===== src/rtl/addsub_sequencer.sv =====
// Two-requester add/subtract unit with round-robin arbitration.
// Operands are summed through one 4-bit ripple slice over four cycles.
module addsub_sequencer (
  input  logic        clk,
  input  logic        rst_n,
  input  logic [1:0]  req,
  input  logic [15:0] A0,
  input  logic [15:0] B0,
  input  logic [15:0] A1,
  input  logic [15:0] B1,
  input  logic        sub0,
  input  logic        sub1,
  output logic [1:0]  gnt,
  output logic        busy,
  output logic        done,
  output logic        done_id,
  output logic [15:0] S,
  output logic        Co,
  output logic        V
);

  typedef enum logic [1:0] {
    IDLE,
    RUN,
    DONE
  } state_t;

  state_t      state;
  logic [15:0] a_r;
  logic [15:0] b_r;
  logic [15:0] acc;
  logic [1:0]  nib;
  logic        carry;
  logic        id_r;
  logic        last_id;

  logic        accept;
  logic        win_id;
  logic [3:0]  a_nib;
  logic [3:0]  b_nib;
  logic [4:0]  sum;
  logic [15:0] acc_nx;
  logic        c15;

  assign accept = (state != RUN) && (req != 2'b00);

  // On a tie the requester not served last wins.
  assign win_id = req[1] & (~req[0] | ~last_id);

  always_comb begin
    a_nib  = a_r[{nib, 2'b00} +: 4];
    b_nib  = b_r[{nib, 2'b00} +: 4];
    sum    = {1'b0, a_nib} + {1'b0, b_nib} + {4'b0, carry};
    acc_nx = acc;
    acc_nx[{nib, 2'b00} +: 4] = sum[3:0];
    c15    = sum[3] ^ a_nib[3] ^ b_nib[3];
  end

  always_ff @(posedge clk or negedge rst_n) begin
    if (!rst_n) begin
      state   <= IDLE;
      a_r     <= '0;
      b_r     <= '0;
      acc     <= '0;
      nib     <= '0;
      carry   <= 1'b0;
      id_r    <= 1'b0;
      last_id <= 1'b1;
      gnt     <= '0;
      busy    <= 1'b0;
      done    <= 1'b0;
      done_id <= 1'b0;
      S       <= '0;
      Co      <= 1'b0;
      V       <= 1'b0;
    end else begin
      gnt  <= '0;
      done <= 1'b0;
      case (state)
        IDLE, DONE: begin
          if (accept) begin
            a_r     <= win_id ? A1 : A0;
            b_r     <= win_id ? (sub1 ? ~B1 : B1)
                              : (sub0 ? ~B0 : B0);
            carry   <= win_id ? sub1 : sub0;
            nib     <= '0;
            id_r    <= win_id;
            last_id <= win_id;
            gnt     <= win_id ? 2'b10 : 2'b01;
            busy    <= 1'b1;
            state   <= RUN;
          end else begin
            state <= IDLE;
          end
        end
        RUN: begin
          acc   <= acc_nx;
          carry <= sum[4];
          nib   <= nib + 2'd1;
          if (nib == 2'd3) begin
            state   <= DONE;
            busy    <= 1'b0;
            done    <= 1'b1;
            S       <= acc_nx;
            Co      <= sum[4];
            V       <= sum[4] ^ c15;
            done_id <= id_r;
          end
        end
        default: state <= IDLE;
      endcase
    end
  end

endmodule


===== config.mk =====
export PLATFORM = sky130hd
export DESIGN_NAME = addsub_sequencer
export DESIGN_NICKNAME = d
export VERILOG_FILES = /design/src/rtl/addsub_sequencer.sv
export SDC_FILE = /design/constraint.sdc
export NUM_CORES = 1
export LEC_CHECK = 0
export CAP_MARGIN = 20
export CELL_PAD_IN_SITES_DETAIL_PLACEMENT = 1
export CELL_PAD_IN_SITES_GLOBAL_PLACEMENT = 1
export CORE_MARGIN = 1.5
export CORE_UTILIZATION = 34
export DETAILED_ROUTE_END_ITERATION = 16
export PLACE_DENSITY_LB_ADDON = 0.1
export REMOVE_ABC_BUFFERS = 1
export SLEW_MARGIN = 20
export SYNTH_ARGS = -nofsm -noshare
export SYNTH_HDL_FRONTEND = slang
export SYNTH_SLANG_ARGS = --single-unit

===== constraint.sdc =====
create_clock -name clk -period 6.3 [get_ports clk]
set_clock_uncertainty 0.05 [all_clocks]
set_input_delay 1.26 -clock clk [delete_from_list [all_inputs] [get_ports clk]]
set_output_delay 1.26 -clock clk [all_outputs]
set_load 0.01 [all_outputs]

==> results of run 1 <==
## metal layers
metal	up-vias	GRT usage [%]	part of all wire, %
met2	66	27.8	50
li1	1515	-	-
met5	-	0	0
met1	1529	21.2	46
met3	8	2.45	3.3
met4	0	5.32	1.1
## final cells by class
cell class | count | area, sq um | area share, %
clock buffers | 10 | 239 | 4.47
inverters | 22 | 82.6 | 1.55
flip-flops and latches | 78 | 1950 | 36.6
repair buffers | 97 | 956 | 17.9
multi-input cells | 260 | 1860 | 34.9
well taps | 143 | 179 | 3.35
clock inverters | 6 | 70.1 | 1.31
## path summary, 6_finish.rpt
check | startpoint | end | slack, ns | cells after the start
max reg2reg | nib[0] | acc[7] | 3.09 | 8
max in group asynchronous | rst_n | b_r[13] | 4.52 | 1
max | nib[0] | acc[7] | 3.09 | 8
min | S[11] | S[11] | 0.43 | 2
min in group asynchronous | rst_n | gnt[1] | 1.04 | 1
min reg2reg | S[11] | S[11] | 0.43 | 2
## logic make-up (layout without fill, tap and decap cells)
kind of cell | Yosys count | after routing | synth area share, %
flops | 78 | 78 | 48.9
fa+ha+maj | 11 | 11 | 3.83
simple gates | 91 | 91 | 10.8
mux | 9 | 9 | 4.80
compound gates | 113 | 113 | 18.4
buf+inv | 48 | 135 | 4.89
xor+xnor | 36 | 36 | 8.25
## state kept, by name (all words and copies together) (netlist names), 2 cells and up
| name | count |
|---|---|
| gnt | 2 |
| a_r | 16 |
| b_r | 16 |
| acc | 16 |
| S | 16 |
| nib | 2 |
| state | 2 |
## power groups by stage
stage	logic, mW	clock network, mW	registers [mW]
3_5_place_dp	1.47	0	0.863
2_1_floorplan	0.913	0	0.857
6_report	1.44	0.532	0.854
4_1_cts	1.47	0.545	0.858
3_3_place_gp	1.42	0	0.852
5_1_grt	1.61	0.567	0.887
## worst max-delay path: stages (launching register included)
cell,delay [ns]
dfrtp_1,0.58
buf_4,0.29
mux4_2,0.58
ha_1,0.32
a21o_1,0.11
a21oi_1,0.08
xnor2_1,0.59
and2_1,0.36
a22o_1,0.18
## through the flow
step / utilization [%] / instance area (sq um) / total power [mW]
after floorplan: - / 3880 / 1.77
after global placement: 44.0 / 5030 / 2.28
after detailed placement: 44.1 / 5030 / 2.33
after CTS: 46.8 / 5340 / 2.87
after global routing: 46.8 / 5340 / 3.06
final: 46.8 / 5340 / 2.82
## layout by cell type, fill, tap and decap left out, types with 2 or more instances in the layout
| master | count |
|---|---|
| ha_1 | 9 |
| inv_1 | 19 |
| dfrtp_1 | 77 |
| a21o_1 | 3 |
| nand3_1 | 2 |
| and2_1 | 2 |
| xnor2_1 | 18 |
| nand2_1 | 47 |
| a222oi_1 | 16 |
| a22o_1 | 8 |
| a21oi_1 | 35 |
| clkbuf_16 | 9 |
| o21ai_1 | 36 |
| fa_1 | 2 |
| o21ai_0 | 3 |
| nor2b_2 | 2 |
| a32o_1 | 9 |
| clkdlybuf4s50_1 | 91 |
| inv_2 | 3 |
| clkinvlp_4 | 3 |
| xor2_1 | 17 |
| buf_4 | 6 |
| mux4_2 | 8 |
| nor2b_1 | 16 |
| nor2_1 | 16 |
==> results.txt, run 1 <==
status: completed
worst setup margin: 3.09 ns
Comb pwr share: 50.9%
Buffers on Ports: 92
GPL Wtd Cong: 0.721
clock buffer count from CTS: 9
number of fill cells in the layout: 1265
Die X: 111 um
Finished Layout Cells: 616
Die H: 111 um
Starting Density: 34.9%
leading area contributor after synthesis: dfrtp_1
I/O pin count: 93
Residual DRC: 0
clk_lat worst skew: 0.33 ns
number of enable flip-flop cells after synthesis: 0
final net count: 549
asr flop ratio synth: 100%
DRT Wirelength: 9600 um
dominant synthesized flop cell: dfrtp_1
Total GRT Usage: 16.2%
Hold Fails Final Rpt: 0
H-tree depth: 3
cell-internal power: 1.66 mW
Tcrit/Tclk final: 50.9%
DP Worst Slack: 2.95 ns
register area share after synthesis: 48.9%
setup TNS: 0 ns
global route overflow: 0
RSZ-0062 raised after global routing: false
largest net degree at the start of global routing: 79
sequential fraction of design power: 30.3%
Avg Inst Size Synth: 10.3 sq um
fmax: 0.312 GHz
synth cell count leaders: dfrtp_1, nand2_1, o21ai_1
share of cells above drive strength 1: 8.67%
drt first pass iters: 4
CP required: 6.52 ns
Clock Sinks: 78
setup repair bufs after CTS: 0
Tmin final: 3.21 ns
first-pass GRT wire length: 16200 um
sw frac: 41.1%
PwrDens: 528 nW/um^2
clock-pin slew on the worst setup and hold paths: 0.06 ns
count leader, synth: dfrtp_1
Post-CTS Resized: 0
Slew headroom: 34.3%
Core Box Area: 11400 sq um
Setup crit end kind: flip-flop
CTS root buf: clkbuf_16
Area contributors post-synth: dfrtp_1, o21ai_1, mux4_2, nand2_1, a21oi_1
area of the mapped netlist: 3990 sq um
Post-CTS Hold Buffers: 0
# diodes: 0
CP Class: flip-flop to flip-flop
initial antenna violation count: 0
CP max FO: 11
max-slew violation count: 0
Row Count: 39
HPWL Detailed: 6740 um
Avg WL per Cell: 15.6 um
Routed Antenna Nets: 0
Vias/cell: 5.06
vias post-DR: 3118
CTS Buffer Depth: 2
Max Cap Viol: 0
vias in the first global route: 3244
full die area: 12400 sq um
count of cell types in the netlist: 36
Initial DRC Count: 167
Yosys warnings: 0
Worst-Margin Slew: 0.985 ns
synthesized flop and latch total: 78
startpoint type of the worst setup path: flip-flop
hold slack final: 0.432 ns
Worst EP arrival: 3.43 ns
Clk pwr share: 18.8%
Pleak: 2.33 nW
area delta synth->final: 33.9%
Gate Count Post-Synth: 386
top cell type's share of synthesized area: 48.3%
placed cells: 600
net switching power: 1.16 mW
CTS tree: yes
peak supply drop: 0.000275 V
Hold Path Class: flip-flop to flip-flop
Final Setup Violations: 0
Power figures use the tool's default switching activity.
==> run 2, diff against run 1 <==
clock period = 2.83 ns   (was 6.3 ns; I/O delays follow)
==> run 2 against run 1 <==
Die area is the same. Final area up 2.3%. Critical path type unchanged. Core utilization up 1.1 points. Sequential share of layout area shrank 0.80 points. Sequential power is 120% higher. Largest cell class unchanged. Largest power group unchanged.
==> results.txt, run 2 (synthesized netlist as in run 1, its figures left out) <==
commonest non-fill, non-tap cell in the layout: clkdlybuf4s50_1
Row Count: 39
vias in the first global route: 3351
PwrDens: 1190 nW/um^2
net switching power: 2.56 mW
Worst-Margin Slew: 0.634 ns
clock buffer count from CTS: 9
Clock Sinks: 78
sw frac: 39.2%
Residual DRC: 0
most frequent cells in the layout: clkdlybuf4s50_1, dfrtp_1, nand2_1, o21ai_1, a21oi_1
CTS Buffer Depth: 2
Vias/cell: 5.09
Hold Path Class: input pin to asynchronous set/reset pin
clk_lat worst skew: 0.33 ns
largest net degree at the start of global routing: 49
final instance area: 5460 sq um
I/O pin count: 93
status: completed
Initial DRC Count: 158
share of cells above drive strength 1: 11.5%
worst setup margin: 0.155 ns
Routed Antenna Nets: 0
CP required: 2.98 ns
DP Area: 5150 sq um
Total GRT Usage: 16.9%
Clk pwr share: 17.5%
Buffers on Ports: 92
DP Worst Slack: -0.0815 ns
cell-internal power: 3.97 mW
Tcrit/Tclk final: 94.5%
CP max FO: 4
startpoint type of the worst setup path: flip-flop
multi-input logic area: 1870 sq um
CTS root buf: clkbuf_16
HPWL Detailed: 7440 um
peak supply drop: 0.000503 V
Pleak: 2.41 nW
CP Class: flip-flop to flip-flop
Die H: 111 um
CTS tree: yes
Finished Core Util: 47.9%
vias post-DR: 3219
DRT Wirelength: 9980 um
# diodes: 0
Power Total: 6.53 mW
Hold Fails Final Rpt: 0
H-tree depth: 3
number of fill cells in the layout: 1269
Setup crit end kind: flip-flop
Comb pwr share: 54.2%
initial antenna violation count: 0
register area: 1950 sq um
fmax: 0.374 GHz
final net count: 565
Avg WL per Cell: 15.8 um
Slew headroom: 57.7%
clock-pin slew on the worst setup and hold paths: 0.06 ns
Max Cap Viol: 0
sequential fraction of design power: 28.3%
area delta synth->final: 36.9%
Core Box Area: 11400 sq um
Tmin final: 2.67 ns
Starting Density: 34.9%
hold slack final: 0.201 ns
drt first pass iters: 7
reg-to-reg slack, setup: 0.16 ns
Final Setup Violations: 0
max-slew violation count: 0
Die X: 111 um
global route overflow: 0
full die area: 12400 sq um
GPL Wtd Cong: 0.764
Worst EP arrival: 2.83 ns
RSZ-0062 raised after global routing: false
first-pass GRT wire length: 16700 um
## run 2: cell count changes in the layout (fill, tap and decap cells not counted), sizes merged
cell      change
buf          +16
clkbuf        +3
clkinvlp      -3
clkinv        +1
inv           -1
## run 2: area by class of cell
type	count	share of cell area [%]
clock buffer	13	4.58
tap	143	3.27
inverter	22	1.51
multi-input combinational	260	34.1
clock inverter	3	0.801
timing repair buffer	113	19.9
sequential	78	35.8
## run 2: final timing paths
path                            endpoint    from  depth (start not counted)
worst max-delay path                   V  nib[0]                          8
worst min-delay path              gnt[0]   rst_n                          1
worst max register to register         V  nib[0]                          8
worst min register to register      busy    busy                          2
max in group asynchronous        last_id   rst_n                          2
min in group clk                    busy    busy                          2
## run 2: per-stage QoR
stage | TNS, ns | std cells
after floorplan | -13.65 | 360
after global placement | 0 | 615
after detailed placement | -0.0815 | 615
after CTS | 0 | 631
after global routing | 0 | 632
final | 0 | 632
## run 2: per-layer routing
layer,wire length [um],track usage (%),up-vias
met4,131,5.06,0
met2,5040,29.6,70
met3,363,3.16,11
met5,0,0,-
met1,4450,21.3,1579
li1,-,-,1559
## run 2: worst max-delay path: stages (launching register included)
cell and delay (ns):
dfrtp_2 0.40, mux4_2 0.53, fa_2 0.40, fa_2 0.35, a21o_1 0.19, a21oi_2 0.15, xnor3_1 0.25, xnor2_1 0.15
o21ai_1 0.07
## run 2: what timing repair did
item,CTS,global route
hold buffers,0,0
pin swaps,0,2
setup endpoints to repair,1,6
endpoints found under the hold margin,0,0
buffers inserted,0,1
gates resized for setup,2,2
## run 2: power groups by stage
stage | Clock (mW) | Combinational (mW) | Sequential [mW]
after detailed placement | 0 | 3.49 | 1.87
final | 1.14 | 3.54 | 1.85
after floorplan | 0 | 2.03 | 1.91
after global routing | 1.22 | 3.91 | 1.92
after global placement | 0 | 3.41 | 1.85
after CTS | 1.18 | 3.55 | 1.86
